--- src/rtl/radio_fp_pkg.sv ---
// Shared types for the radio front-end correlation path: sample/magnitude
// typedefs, the peak-detector FSM encoding and a width helper.
package radio_fp_pkg;

  localparam int CORR_WIDTH_DEF = 32;

  typedef logic signed [CORR_WIDTH_DEF-1:0] corr_t;
  typedef logic        [CORR_WIDTH_DEF-1:0] mag_t;

  typedef enum logic [1:0] {
    IDLE   = 2'd0,
    ACCUM  = 2'd1,
    REPORT = 2'd2
  } peak_fsm_t;

  // Bits needed to index n items; never less than one so ports stay legal.
  function automatic int idx_width(input int n);
    return (n > 1) ? $clog2(n) : 1;
  endfunction

endpackage

--- src/rtl/corr_abs_sat.sv ---
// Combinational saturating absolute value of a signed correlation sample.
// The most negative input maps to the largest positive value instead of wrapping.
module corr_abs_sat #(
  parameter int W = 32
) (
  input  logic signed [W-1:0] din,
  output logic        [W-1:0] mag
);

  localparam logic [W-1:0] MOST_NEG = {1'b1, {(W-1){1'b0}}};
  localparam logic [W-1:0] MAX_POS  = {1'b0, {(W-1){1'b1}}};

  logic [W-1:0] din_u;
  logic [W-1:0] neg_u;

  always_comb begin
    din_u = $unsigned(din);
    neg_u = $unsigned(-din);
    if (din_u == MOST_NEG) begin
      mag = MAX_POS;
    end else if (din[W-1]) begin
      mag = neg_u;
    end else begin
      mag = din_u;
    end
  end

endmodule

--- src/rtl/correlation_peak_detector.sv ---
// Windowed peak search over the matched_filter correlation stream; reports the
// largest magnitude, its index and a holdoff-gated detect at every window end.
module correlation_peak_detector
  import radio_fp_pkg::*;
#(
  parameter int CORR_WIDTH      = CORR_WIDTH_DEF,
  parameter int WINDOW_LENGTH   = 1000,
  parameter int HOLDOFF_WINDOWS = 4,
  localparam int IDX_W          = idx_width(WINDOW_LENGTH)
) (
  input  logic                         clk,
  input  logic                         rst_n,
  input  logic                         axiiv,
  input  logic signed [CORR_WIDTH-1:0] axiid,
  input  logic        [CORR_WIDTH-1:0] threshold,
  output logic                         axiov,
  output logic                         detect,
  output logic        [CORR_WIDTH-1:0] peak_mag,
  output logic        [IDX_W-1:0]      peak_index,
  output logic        [15:0]           window_count,
  output peak_fsm_t                    fsm_state
);

  // Stream semantics: axiiv/axiid is valid-only; every cycle with axiiv=1 is
  // a consumed sample. axiov is a one-cycle strobe with no ready; the
  // registered results stay stable until the next strobe.

  localparam int HO_W = idx_width(HOLDOFF_WINDOWS + 1);
  localparam logic [IDX_W-1:0] LAST_IDX = IDX_W'(WINDOW_LENGTH - 1);
  localparam logic [HO_W-1:0]  HO_LOAD  = HO_W'(HOLDOFF_WINDOWS);

  peak_fsm_t state_q, state_d;

  logic [CORR_WIDTH-1:0] thr_q, thr_d;
  logic [CORR_WIDTH-1:0] run_peak_q, run_peak_d;
  logic [IDX_W-1:0]      run_idx_q, run_idx_d;
  logic [IDX_W-1:0]      sample_idx_q, sample_idx_d;
  logic [HO_W-1:0]       holdoff_q, holdoff_d;
  logic [15:0]           window_count_q, window_count_d;
  logic [CORR_WIDTH-1:0] peak_mag_q, peak_mag_d;
  logic [IDX_W-1:0]      peak_index_q, peak_index_d;
  logic                  detect_q, detect_d;

  logic [CORR_WIDTH-1:0] mag;
  logic                  start_win;
  logic                  last_smp;
  logic [CORR_WIDTH-1:0] cand_peak;
  logic [IDX_W-1:0]      cand_idx;
  logic [CORR_WIDTH-1:0] cand_thr;
  logic                  hit;

  corr_abs_sat #(
    .W (CORR_WIDTH)
  ) u_abs (
    .din (axiid),
    .mag (mag)
  );

  // A sample seen outside ACCUM always opens a new window; that is what lets
  // REPORT accept sample 0 of the next window without a bubble.
  always_comb begin
    start_win = axiiv && (state_q != ACCUM);
    if (start_win) begin
      last_smp = (WINDOW_LENGTH == 1);
    end else begin
      last_smp = axiiv && (sample_idx_q == LAST_IDX);
    end
  end

  // Peak including the current sample; strict compare keeps the earlier index on ties.
  always_comb begin
    if (start_win) begin
      cand_peak = mag;
      cand_idx  = '0;
      cand_thr  = threshold;
    end else if (mag > run_peak_q) begin
      cand_peak = mag;
      cand_idx  = sample_idx_q;
      cand_thr  = thr_q;
    end else begin
      cand_peak = run_peak_q;
      cand_idx  = run_idx_q;
      cand_thr  = thr_q;
    end
    hit = (cand_peak >= cand_thr) && (holdoff_q == '0);
  end

  always_ff @(posedge clk or negedge rst_n) begin
    if (!rst_n) begin
      state_q <= IDLE;
    end else begin
      state_q <= state_d;
    end
  end

  always_comb begin
    state_d = state_q;
    case (state_q)
      IDLE, REPORT: begin
        if (axiiv) begin
          state_d = last_smp ? REPORT : ACCUM;
        end else begin
          state_d = IDLE;
        end
      end
      ACCUM: begin
        if (axiiv && last_smp) begin
          state_d = REPORT;
        end
      end
      default: state_d = IDLE;
    endcase
  end

  // Result registers load on the edge that accepts the last sample, so they
  // are already valid during the REPORT cycle.
  always_comb begin
    thr_d          = thr_q;
    run_peak_d     = run_peak_q;
    run_idx_d      = run_idx_q;
    sample_idx_d   = sample_idx_q;
    holdoff_d      = holdoff_q;
    window_count_d = window_count_q;
    peak_mag_d     = peak_mag_q;
    peak_index_d   = peak_index_q;
    detect_d       = detect_q;

    if (axiiv) begin
      thr_d        = cand_thr;
      run_peak_d   = cand_peak;
      run_idx_d    = cand_idx;
      sample_idx_d = start_win ? IDX_W'(1) : (sample_idx_q + IDX_W'(1));
    end

    if (last_smp) begin
      peak_mag_d     = cand_peak;
      peak_index_d   = cand_idx;
      detect_d       = hit;
      window_count_d = window_count_q + 16'd1;
      sample_idx_d   = '0;
      if (hit) begin
        holdoff_d = HO_LOAD;
      end else if (holdoff_q != '0) begin
        holdoff_d = holdoff_q - HO_W'(1);
      end
    end
  end

  always_ff @(posedge clk or negedge rst_n) begin
    if (!rst_n) begin
      thr_q          <= '0;
      run_peak_q     <= '0;
      run_idx_q      <= '0;
      sample_idx_q   <= '0;
      holdoff_q      <= '0;
      window_count_q <= '0;
      peak_mag_q     <= '0;
      peak_index_q   <= '0;
      detect_q       <= 1'b0;
    end else begin
      thr_q          <= thr_d;
      run_peak_q     <= run_peak_d;
      run_idx_q      <= run_idx_d;
      sample_idx_q   <= sample_idx_d;
      holdoff_q      <= holdoff_d;
      window_count_q <= window_count_d;
      peak_mag_q     <= peak_mag_d;
      peak_index_q   <= peak_index_d;
      detect_q       <= detect_d;
    end
  end

  always_comb begin
    axiov        = (state_q == REPORT);
    detect       = detect_q;
    peak_mag     = peak_mag_q;
    peak_index   = peak_index_q;
    window_count = window_count_q;
    fsm_state    = state_q;
  end

endmodule

--- config.mk ---
export PLATFORM = sky130hd
export DESIGN_NAME = correlation_peak_detector
export DESIGN_NICKNAME = d
export VERILOG_FILES = /design/src/rtl/radio_fp_pkg.sv /design/src/rtl/corr_abs_sat.sv /design/src/rtl/correlation_peak_detector.sv
export SDC_FILE = /design/constraint.sdc
export NUM_CORES = 1
export LEC_CHECK = 0
export ABC_AREA = 1
export CAP_MARGIN = 20
export CORE_MARGIN = 4
export CORE_UTILIZATION = 40
export CTS_CLUSTER_DIAMETER = 30
export DETAILED_ROUTE_END_ITERATION = 10
export HOLD_SLACK_MARGIN = 0.03
export PLACE_DENSITY_LB_ADDON = 0.15
export SLEW_MARGIN = 25
export SYNTH_ARGS = -nofsm -noshare
export SYNTH_HDL_FRONTEND = slang
export SYNTH_HIERARCHICAL = 1
export SYNTH_SLANG_ARGS = --single-unit
--- constraint.sdc ---
create_clock -name clk -period 3.2 [get_ports clk]
set_input_delay 0.96 -clock clk [delete_from_list [all_inputs] [get_ports clk]]
set_output_delay 0.96 -clock clk [all_outputs]
set_load 0.05 [all_outputs]
==> run summary, run 1 <==
The run gives 4.02% as the met3 layer usage reported by global route. The flow ran to the end, but the final reports show violations. For this design the top-level I/O count stands at 129.

Ranked by total cell area, the synthesized netlist is headed by dfrtp_1 (37%), nand2_1 (15%), ha_1 (8.7%). The leakage component of the power is 8.50 nW. The longest clock path from root to sink contains 2 buffers. The slowest stage of the critical path is the ha_1 cell. The number of antenna diodes was 0; the number of enable flip-flop cells after synthesis was 0. For this run, the detailed router's first-pass iteration total came to 7.

Number of placed instances with taps included: 1953. The endpoint type of the worst setup path was a flip-flop. Power spread over the standard cell area amounts to 772 nW/um^2. Summing over every cut layer, the via total after detailed routing is 10800. The die boundary height was 165 um.

The area of all sequential standard cells was 3700 um^2; the global placer's final weighted congestion was 0.885. The die width came out at 165 um. The tools report the share of power burned in the clock network as 16.0%. The worst setup path is of the in -> reg kind.

Largest voltage drop on the vdd net: 365 uV. Buffers placed on the I/O ports in this run total 128. The first global-routing pass estimated 53800 um of wire. Of the synthesized area, sequential elements account for 37.5%.

The final layout contains routed wiring with a total length of 36300 um. Along the worst path, the maximum fanout reaches 7. In this run the core area contains 57 standard-cell rows. The tools report the clock insertion delay at the later pin of the skew report as 0.45 ns.

The CTS buffer count came out at 17. The transition time of the tightest slew-check pin is 0.763 ns, and the remaining global-route overflow is 0. Hold repair after CTS inserted 0 buffers. The synthesis-stage register bit count is 148, and the initial cell density of the core is 40.6%. dfrtp_1 takes more of the synthesized area than any other cell.

In this run switching power makes up 42.4% of total power. The largest single stage delay on the critical path is 0.32 ns. Cell at the root of the clock tree: clkbuf_16. The tools report the netlist area before placement as 9880 um^2. The post-synthesis compound-gate area fraction was 5.62%; the initial antenna violation count was 0.

Summing the areas of all xor and xnor instances in the mapped netlist gives 2.22% of the synthesized area. Critical path data arrival time: 5.03 ns. The count of cells in the finished layout, fillers not included, comes to 2076.

Once detailed placement completed, the half-perimeter wirelength came to 23000 um. The analysis attributes to net switching a power of 5.42 mW. The tool flagged a number of max-cap violations equal to 0.

Setup repair after global routing could not meet its margin everywhere. The number of hold violations in the final report came out at 0. The busiest layer in global routing was met2.

By instance count, the leading cell after synthesis is nand2_1. The run gives 88 as the number of endpoints failing setup at the final stage. In this run the worst hold path is classified as in -> async.

The count of antenna-violating nets left after detailed routing was 0; the average size of a mapped cell was 7.36 um^2. For the number of standard cells after synthesis, the log shows 1342. The full die area was 27300 um^2; the final routed wire length divided by cell count was 17.5 um. Entering global routing, the biggest net connects 52 pins.

The number of max-slew violations in the final report was 0; the overall routing resource usage was 25.1%. Global routing used 40.8% of the available met2 tracks. The run gives 0.213 GHz as the fmax. Using the TritonRoute via totals, the vias-per-cell ratio works out to 5.21. The number of nets handed over by synthesis was 1478.

The worst setup path is launched from an input pin. For met1 alone, demand over resource in global routing was 34.3%. The proportion of power drawn by combinational gates came out at 65.0%. Headroom to the max-slew limit came out at 49.1%. The commonest cells after synthesis are nand2_1 (390), inv_1 (170), dfrtp_1 (148). Counting every sink on the clock net gives 148. In this run the standard cell core region covers 24300 um^2. The tools report the total internal power as 7.35 mW. The mux cell area share after synthesis is 0%. Yosys printed 6 warnings. The synthesized netlist devotes 8.74% of its cell area to adder and majority cells. The area overhead of the layout relative to synthesis is 67.5%.

After synthesis, the largest family of logic cells by area is simple AND/OR/NAND/NOR gates. In this run, distinct cell masters in the synthesized netlist total 40. Of the cells placed in the final design, the portion with a size suffix greater than 1 is 43.1%. The fraction of the mapped netlist area in simple logic gates was 36.8%; the area fraction of the dominant cell type after synthesis was 37.5%.

For the final database, setup skew stands at 0.0162 ns. Summing all non-filler instances in the final layout gives an area of 16600 um^2. Among all flip-flop cells after synthesis, the most frequent one is dfrtp_1. The post-CTS clock slew at the launch and capture registers of the worst setup and hold paths is 0.07 ns, and the final critical-path setup slack is -1.50 ns. Counting flops with an async set or reset pin after synthesis yields a share of 100%. The clock period minus final worst setup slack works out to 4.70 ns. The cell that appears most often on the critical path is nand2_2. The net count of the finished layout is 1875. The initial detailed-routing violation count was 812; the area after detailed placement was 13000 um^2. TritonCTS built the clock tree.

The run gives 4 as the H-tree depth reported by CTS. The final reports fail on negative setup slack. The tools report the multi-input logic area as 7300 um^2. The tools report the number of global-route vias before repair as 10400.

STA puts the critical path data required time at 3.53 ns. The portion of total power attributed to sequential cells was 19.0%. The tools report the number of design rule violations left after detail routing as 0.

After layout, the worst path uses 147% of the clock period. The number of fill cells is 1789.
==> power by group through the flow <==
stage / Clock (mW) / Sequential, mW / Combinational (mW)
6_report: 2.05 / 2.43 / 8.30
5_1_grt: 2.16 / 2.46 / 8.93
4_1_cts: 2.08 / 2.40 / 6.93
3_5_place_dp: 0 / 2.43 / 5.02
3_3_place_gp: 0 / 2.43 / 4.88
2_1_floorplan: 0 / 2.49 / 2.77
==> metal layers <==
metal | wire length, um | part of all wire (%) | vias up
met5 | 0 | 0 | -
met4 | 1130 | 3.1 | 0
met3 | 2260 | 6.2 | 94
met2 | 17100 | 47 | 410
met1 | 15800 | 44 | 5182
li1 | - | - | 5124
==> sequential cells by signal, summed over array words and instances, names as in the netlist <==
signal        flops
sample_idx_q     10
thr_q            32
detect            1
fsm_state         2
run_idx_q        10
window_count     16
peak_mag         32
holdoff_q         3
peak_index       10
run_peak_q       32
==> area by class of cell <==
type | instances | area share [%]
Multi-Input combinational cell | 979 | 44.1
Clock inverter | 15 | 1.01
Sequential cell | 148 | 22.4
Clock buffer | 17 | 2.57
Tap cell | 324 | 2.45
Inverter | 174 | 4.14
Timing Repair Buffer | 419 | 23.3
==> final timing paths <==
path / from / endpoint / slack [ns] / depth (start not counted)
min: rst_n / window_count[6] / 0.43 / 1
min reg2reg: peak_index[2] / peak_index[2] / 0.47 / 2
max reg2reg: run_peak_q[5] / holdoff_q[2] / -0.44 / 28
min in group clk: peak_index[2] / peak_index[2] / 0.47 / 2
max in group asynchronous: rst_n / run_peak_q[17] / 2.14 / 2
max: axiid[13] / holdoff_q[2] / -1.50 / 38
==> worst max-delay path, delay by kind of cell <==
family,cells,cell delay [ns]
buf+inv,7,0.83
fa+ha+maj,2,0.47
compound gates,3,0.37
simple gates,26,2.37
==> logic make-up (layout without fill, tap and decap cells) <==
logic type	Yosys count	after routing
XOR/XNOR	25	25
adder cells (fa/ha/maj)	69	69
buffers and inverters	219	625
flip-flops	148	148
AND/OR/NAND/NOR	779	783
AO/OA/AOI/OAI	102	102
==> through the flow <==
step | power (mW) | setup TNS [ns] | worst slack (ns) | utilization [%] | hold WS (ns)
after global placement | 7.31 | -108.04 | -2.35 | 53.6 | 0.458
after detailed placement | 7.45 | -110.23 | -2.42 | 53.6 | 0.465
after global routing | 13.6 | -46.60 | -1.68 | 68.1 | 0.465
after floorplan | 5.26 | -4.46 | -1.10 | - | 0.444
after CTS | 11.4 | -19.08 | -1.22 | 63.9 | 0.452
final | 12.8 | -37.18 | -1.50 | 68.1 | 0.433
==> cells in the final DEF, fill, tap and decap left out, drive strengths merged, types with 4 or more instances in the layout <==
| cell type | Yosys | routed |
|---|---|---|
| dfrtp | 148 | 148 |
| clkdlybuf4s50 | 0 | 95 |
| xnor2 | 7 | 7 |
| and2 | 33 | 33 |
| buf | 30 | 317 |
| o21ai | 55 | 55 |
| clkbuf | 15 | 21 |
| a21oi | 32 | 32 |
| nor2 | 87 | 87 |
| nor4 | 7 | 7 |
| clkinv | 0 | 7 |
| o21a | 4 | 4 |
| nand2 | 399 | 403 |
| o21bai | 4 | 4 |
| nand3 | 165 | 165 |
| xor2 | 18 | 18 |
| nand4 | 33 | 33 |
| or2 | 33 | 33 |
| inv | 174 | 178 |
| nor3 | 16 | 16 |
| ha | 69 | 69 |
==> what timing repair did <==
item,CTS,global route
gates cloned,8,1
resized for setup,407,247
hold endpoints to repair,0,0
endpoints found under the setup margin,88,88
pin swaps,132,144
setup buffers,75,40
Note: power is estimated with default switching activity, not from simulation.
==> run 2, diff against run 1 <==
--- a/config.mk
+++ b/config.mk
@@ -6,7 +6,7 @@
 export NUM_CORES = 1
 export LEC_CHECK = 0
 export ABC_AREA = 1
-export CAP_MARGIN = 20
+export CAP_MARGIN = 15
 export CORE_MARGIN = 4
 export CORE_UTILIZATION = 40
 export CTS_CLUSTER_DIAMETER = 30
==> results of run 2 <==
No change in the layout: final DEF, timing and power equal those of run 1.
==> run 3, diff against run 2 <==
--- a/config.mk
+++ b/config.mk
@@ -12,7 +12,6 @@
 export CTS_CLUSTER_DIAMETER = 30
 export DETAILED_ROUTE_END_ITERATION = 10
 export HOLD_SLACK_MARGIN = 0.03
-export PLACE_DENSITY_LB_ADDON = 0.15
 export SLEW_MARGIN = 25
 export SYNTH_ARGS = -nofsm -noshare
 export SYNTH_HDL_FRONTEND = slang
==> run 3 against run 2 <==
  * Sequential share of layout area rose by 0.93 points
  * Via count is 5.6% lower
  * Critical endpoint unchanged
  * Clock-buffer cell count did not move
  * Non-clock buffer count fell by 12
  * Worst hold slack better by 0.047 ns
  * The flow still finishes with violations (negative setup slack)
  * Sequential cell count is the same
==> run summary, run 3 (synthesis gave the netlist of run 1 again) <==
Fraction of layout instances using a drive strength above 1: 40.1% (-2.9 points). The run gives 58 (+12%) as the maximum number of pins on one net before global-route repair. The tools report the fmax as 0.220 GHz (+3.4%). The remaining global-route overflow is 0 (unchanged). In this run the top signal layer used is met4. The run gives 23200 um (+0.87%) as the half-perimeter wire length of the detailed placement result. The startpoint identified for the worst register-to-register timing path is run_peak_q[22]. For the number of global-route vias before repair, the log shows 10100 (-2.8%). The full die area was 27300 um^2 (unchanged); the overall via count from detail_route was 10200 (-5.6%). The sort of element at the start of the critical path was an input pin. The largest individual stage delay along the critical path comes from the cell nor3b_4. The worst setup path is of the in -> reg kind. TritonCTS built the clock tree.

The core occupancy in the finished layout is 65.3% (-2.7 points), and the area overhead of the layout relative to synthesis is 60.9%. The maximum fanout along the worst path was 6 (-1); the clock insertion delay at the later pin of the skew report was 0.43 ns (-0.02 ns). The power per cell area is 754 nW/um^2 (-2.3%), and the worst reg-to-reg setup slack is -0.16 ns (+0.28 ns).

The count of cells along the worst register-to-register path works out to 26 (-7.1%). The first-pass GRT wire length was 51300 um (-4.7%). Transition time of the tightest slew-check pin: 1.01 ns (+0.243 ns).

The logs give 15600 um (-1.5%) for the met1 layer wirelength in the final routing and 23.7% (-1.4 points) for the overall routing resource usage. The total iterations of the first detailed-routing run is 5 (-2). In this run the worst setup path begins at axiid[5]. The tools report the final critical-path setup slack as -1.35 ns (+0.153 ns).

The die width was 165 um (unchanged); the post-cts hold buffer count was 0 (unchanged). In this run the critical register-to-register path is captured at holdoff_q[0]. The tools report the total detailed-routing wirelength as 33000 um (-9.3%).

For the core box area, the log shows 24300 um^2 (unchanged). The number of I/O port buffers was 128 (unchanged). The initial detailed-routing violation count is 580 (-29%), and the die boundary height is 165 um (unchanged).

The portion of the clock cycle consumed by the worst path in the final layout was 142% (-4.8 points); the final routed wire length divided by cell count was 16.0 um (-8.6%). The leakage component of the power was 8.21 nW (-3.4%); the number of max-slew violations in the final report was 0 (unchanged). The number of antenna diodes came out at 0 (unchanged).

The post-CTS clock slew at the launch and capture registers of the worst setup and hold paths came out at 0.07 ns (about the same). For the number of clock sinks, the log shows 148 (unchanged). The worst hold slack across all endpoints is 0.480 ns (+0.0467 ns). The most frequent cell on the critical path is nand2_2. For the maximum root-to-sink buffer count, the log shows 2 (unchanged). The number of maximum-capacitance constraint violations is 0 (unchanged), and the final clock skew is 0.0145 ns (-0.00173 ns).

The global placer's final weighted congestion is 0.925 (+4.4%). The run gives 40.6% (unchanged) as the initial cell density of the core. In this run the worst hold path is classified as reg -> reg.

The number of design rule violations left after detail routing is 0 (unchanged), and the initial antenna violation count is 0 (unchanged). The floorplan row count is 57 (unchanged), and the number of endpoints failing setup at the final stage is 88 (unchanged). Count of antenna-violating nets left after detailed routing: 0 (unchanged). For the endpoint required time on the critical path, the log shows 3.51 ns (-0.02 ns). The number of fill cells is 1990 (+11%). The met2 layer wire length in the routed design was 14800 um (-13%). The via density per instance is 4.95 (-4.9%).

The clock period minus final worst setup slack is 4.55 ns (-0.153 ns). Setup repair after global routing could not meet its margin everywhere. The logs give 1760 um (-22%) for the amount of wire on met3 after detailed routing and -2.58 ns (-0.156 ns) for the pre-CTS worst setup slack. The flow ran to the end, but the final reports show violations. The run gives 4 (unchanged) as the H-tree depth reported by CTS. The CTS buffer count was 17 (unchanged); the delay contributed by the slowest stage of the critical path was 0.28 ns (-0.04 ns). For the largest voltage drop on the vdd net, the log shows 409 uV (+12%).

The leading cell type in the layout, fill and taps excluded was nand2_1. The tools report the endpoint type of the worst setup path as a flip-flop. For the number of hold violations in the final report, the log shows 0 (unchanged). The checks that failed: negative setup slack. The critical path ends at holdoff_q[2].

In the layout the commonest cells are nand2_1 (308), buf_4 (237), inv_1 (152). The relative slew slack was 32.9% (-16 points). The run gives 4.86 ns (-0.17 ns) as the critical path data arrival time. Number of nets in the layout: 1859 (-0.85%). The cell at the root of the clock tree was clkbuf_16. The run gives 129 (unchanged) as the boundary pin count.
run 3: changes by cell type in the layout (fill, tap and decap cells not counted), sizes merged:
| cell | change |
|---|---|
| buf | -23 |
| bufinv | +2 |
| clkbuf | +8 |
| clkdlybuf4s50 | -1 |
| clkinv | -2 |
| clkinvlp | -2 |
| dlygate4sd2 | +4 |
| inv | +2 |
| nand2 | -4 |
run 3: per-stage QoR:
step	std cells	power [mW]	area, um^2	TNS [ns]
global route	2060	12.8	15900	-33.33
finish	2060	12.0	15900	-25.61
CTS	2041	10.9	15000	-18.52
global placement	1971	7.40	13100	-119.55
floorplan	1342	5.26	9960	-4.46
detailed placement	1971	7.51	13100	-117.86
run 3: how the worst min path moves through the flow:
stage / startpoint / end / slack [ns] / cells past startpoint
after floorplan: thr_q[0] / thr_q[0] / 0.44 / 2
after global placement: thr_q[0] / thr_q[0] / 0.46 / 2
after detailed placement: peak_mag[16] / peak_mag[16] / 0.46 / 2
after CTS: peak_index[9] / peak_index[9] / 0.48 / 2
after global routing: peak_index[8] / peak_index[8] / 0.50 / 2
final: run_peak_q[26] / run_peak_q[26] / 0.48 / 2
run 3: routing by layer:
layer | vias up | global-route usage (%)
li1 | 5078 | -
met1 | 4815 | 33.0
met2 | 259 | 37.9
met3 | 50 | 4.54
met4 | 0 | 6.31
met5 | - | 0
run 3: power breakdown:
group / internal [mW] / leakage, nW / switching (mW) / total (mW)
Clock: 1.27 / 0.311 / 0.958 / 2.23
Sequential: 2.20 / 1.86 / 0.217 / 2.42
Combinational: 3.64 / 6.05 / 3.70 / 7.34
Total: 7.11 / 8.21 / 4.87 / 12.0
run 3: layout make-up:
cell class / instances / area, um^2 / area share (%)
Clock buffer: 17 / 425 / 2.68
Multi-Input combinational cell: 975 / 6900 / 43.4
Tap cell: 324 / 405 / 2.55
Clock inverter: 15 / 213 / 1.34
Timing Repair Buffer: 407 / 3560 / 22.4
Inverter: 174 / 687 / 4.32
Sequential cell: 148 / 3700 / 23.3
run 3: what timing repair did:
| action | 4_1_cts | 5_1_grt |
|---|---|---|
| gates resized for setup | 304 | 208 |
| pin swaps | 111 | 109 |
| cloned | 2 | 0 |
| endpoints found under the setup margin | 88 | 88 |
| setup buffers | 38 | 22 |
run 3: critical path, delay by kind of cell:
family                   cells  cell delay [ns]
buffers and inverters        8             1.08
AND/OR/NAND/NOR             21             2.07
AO/OA/AOI/OAI                3             0.27
adder cells (fa/ha/maj)      2             0.47
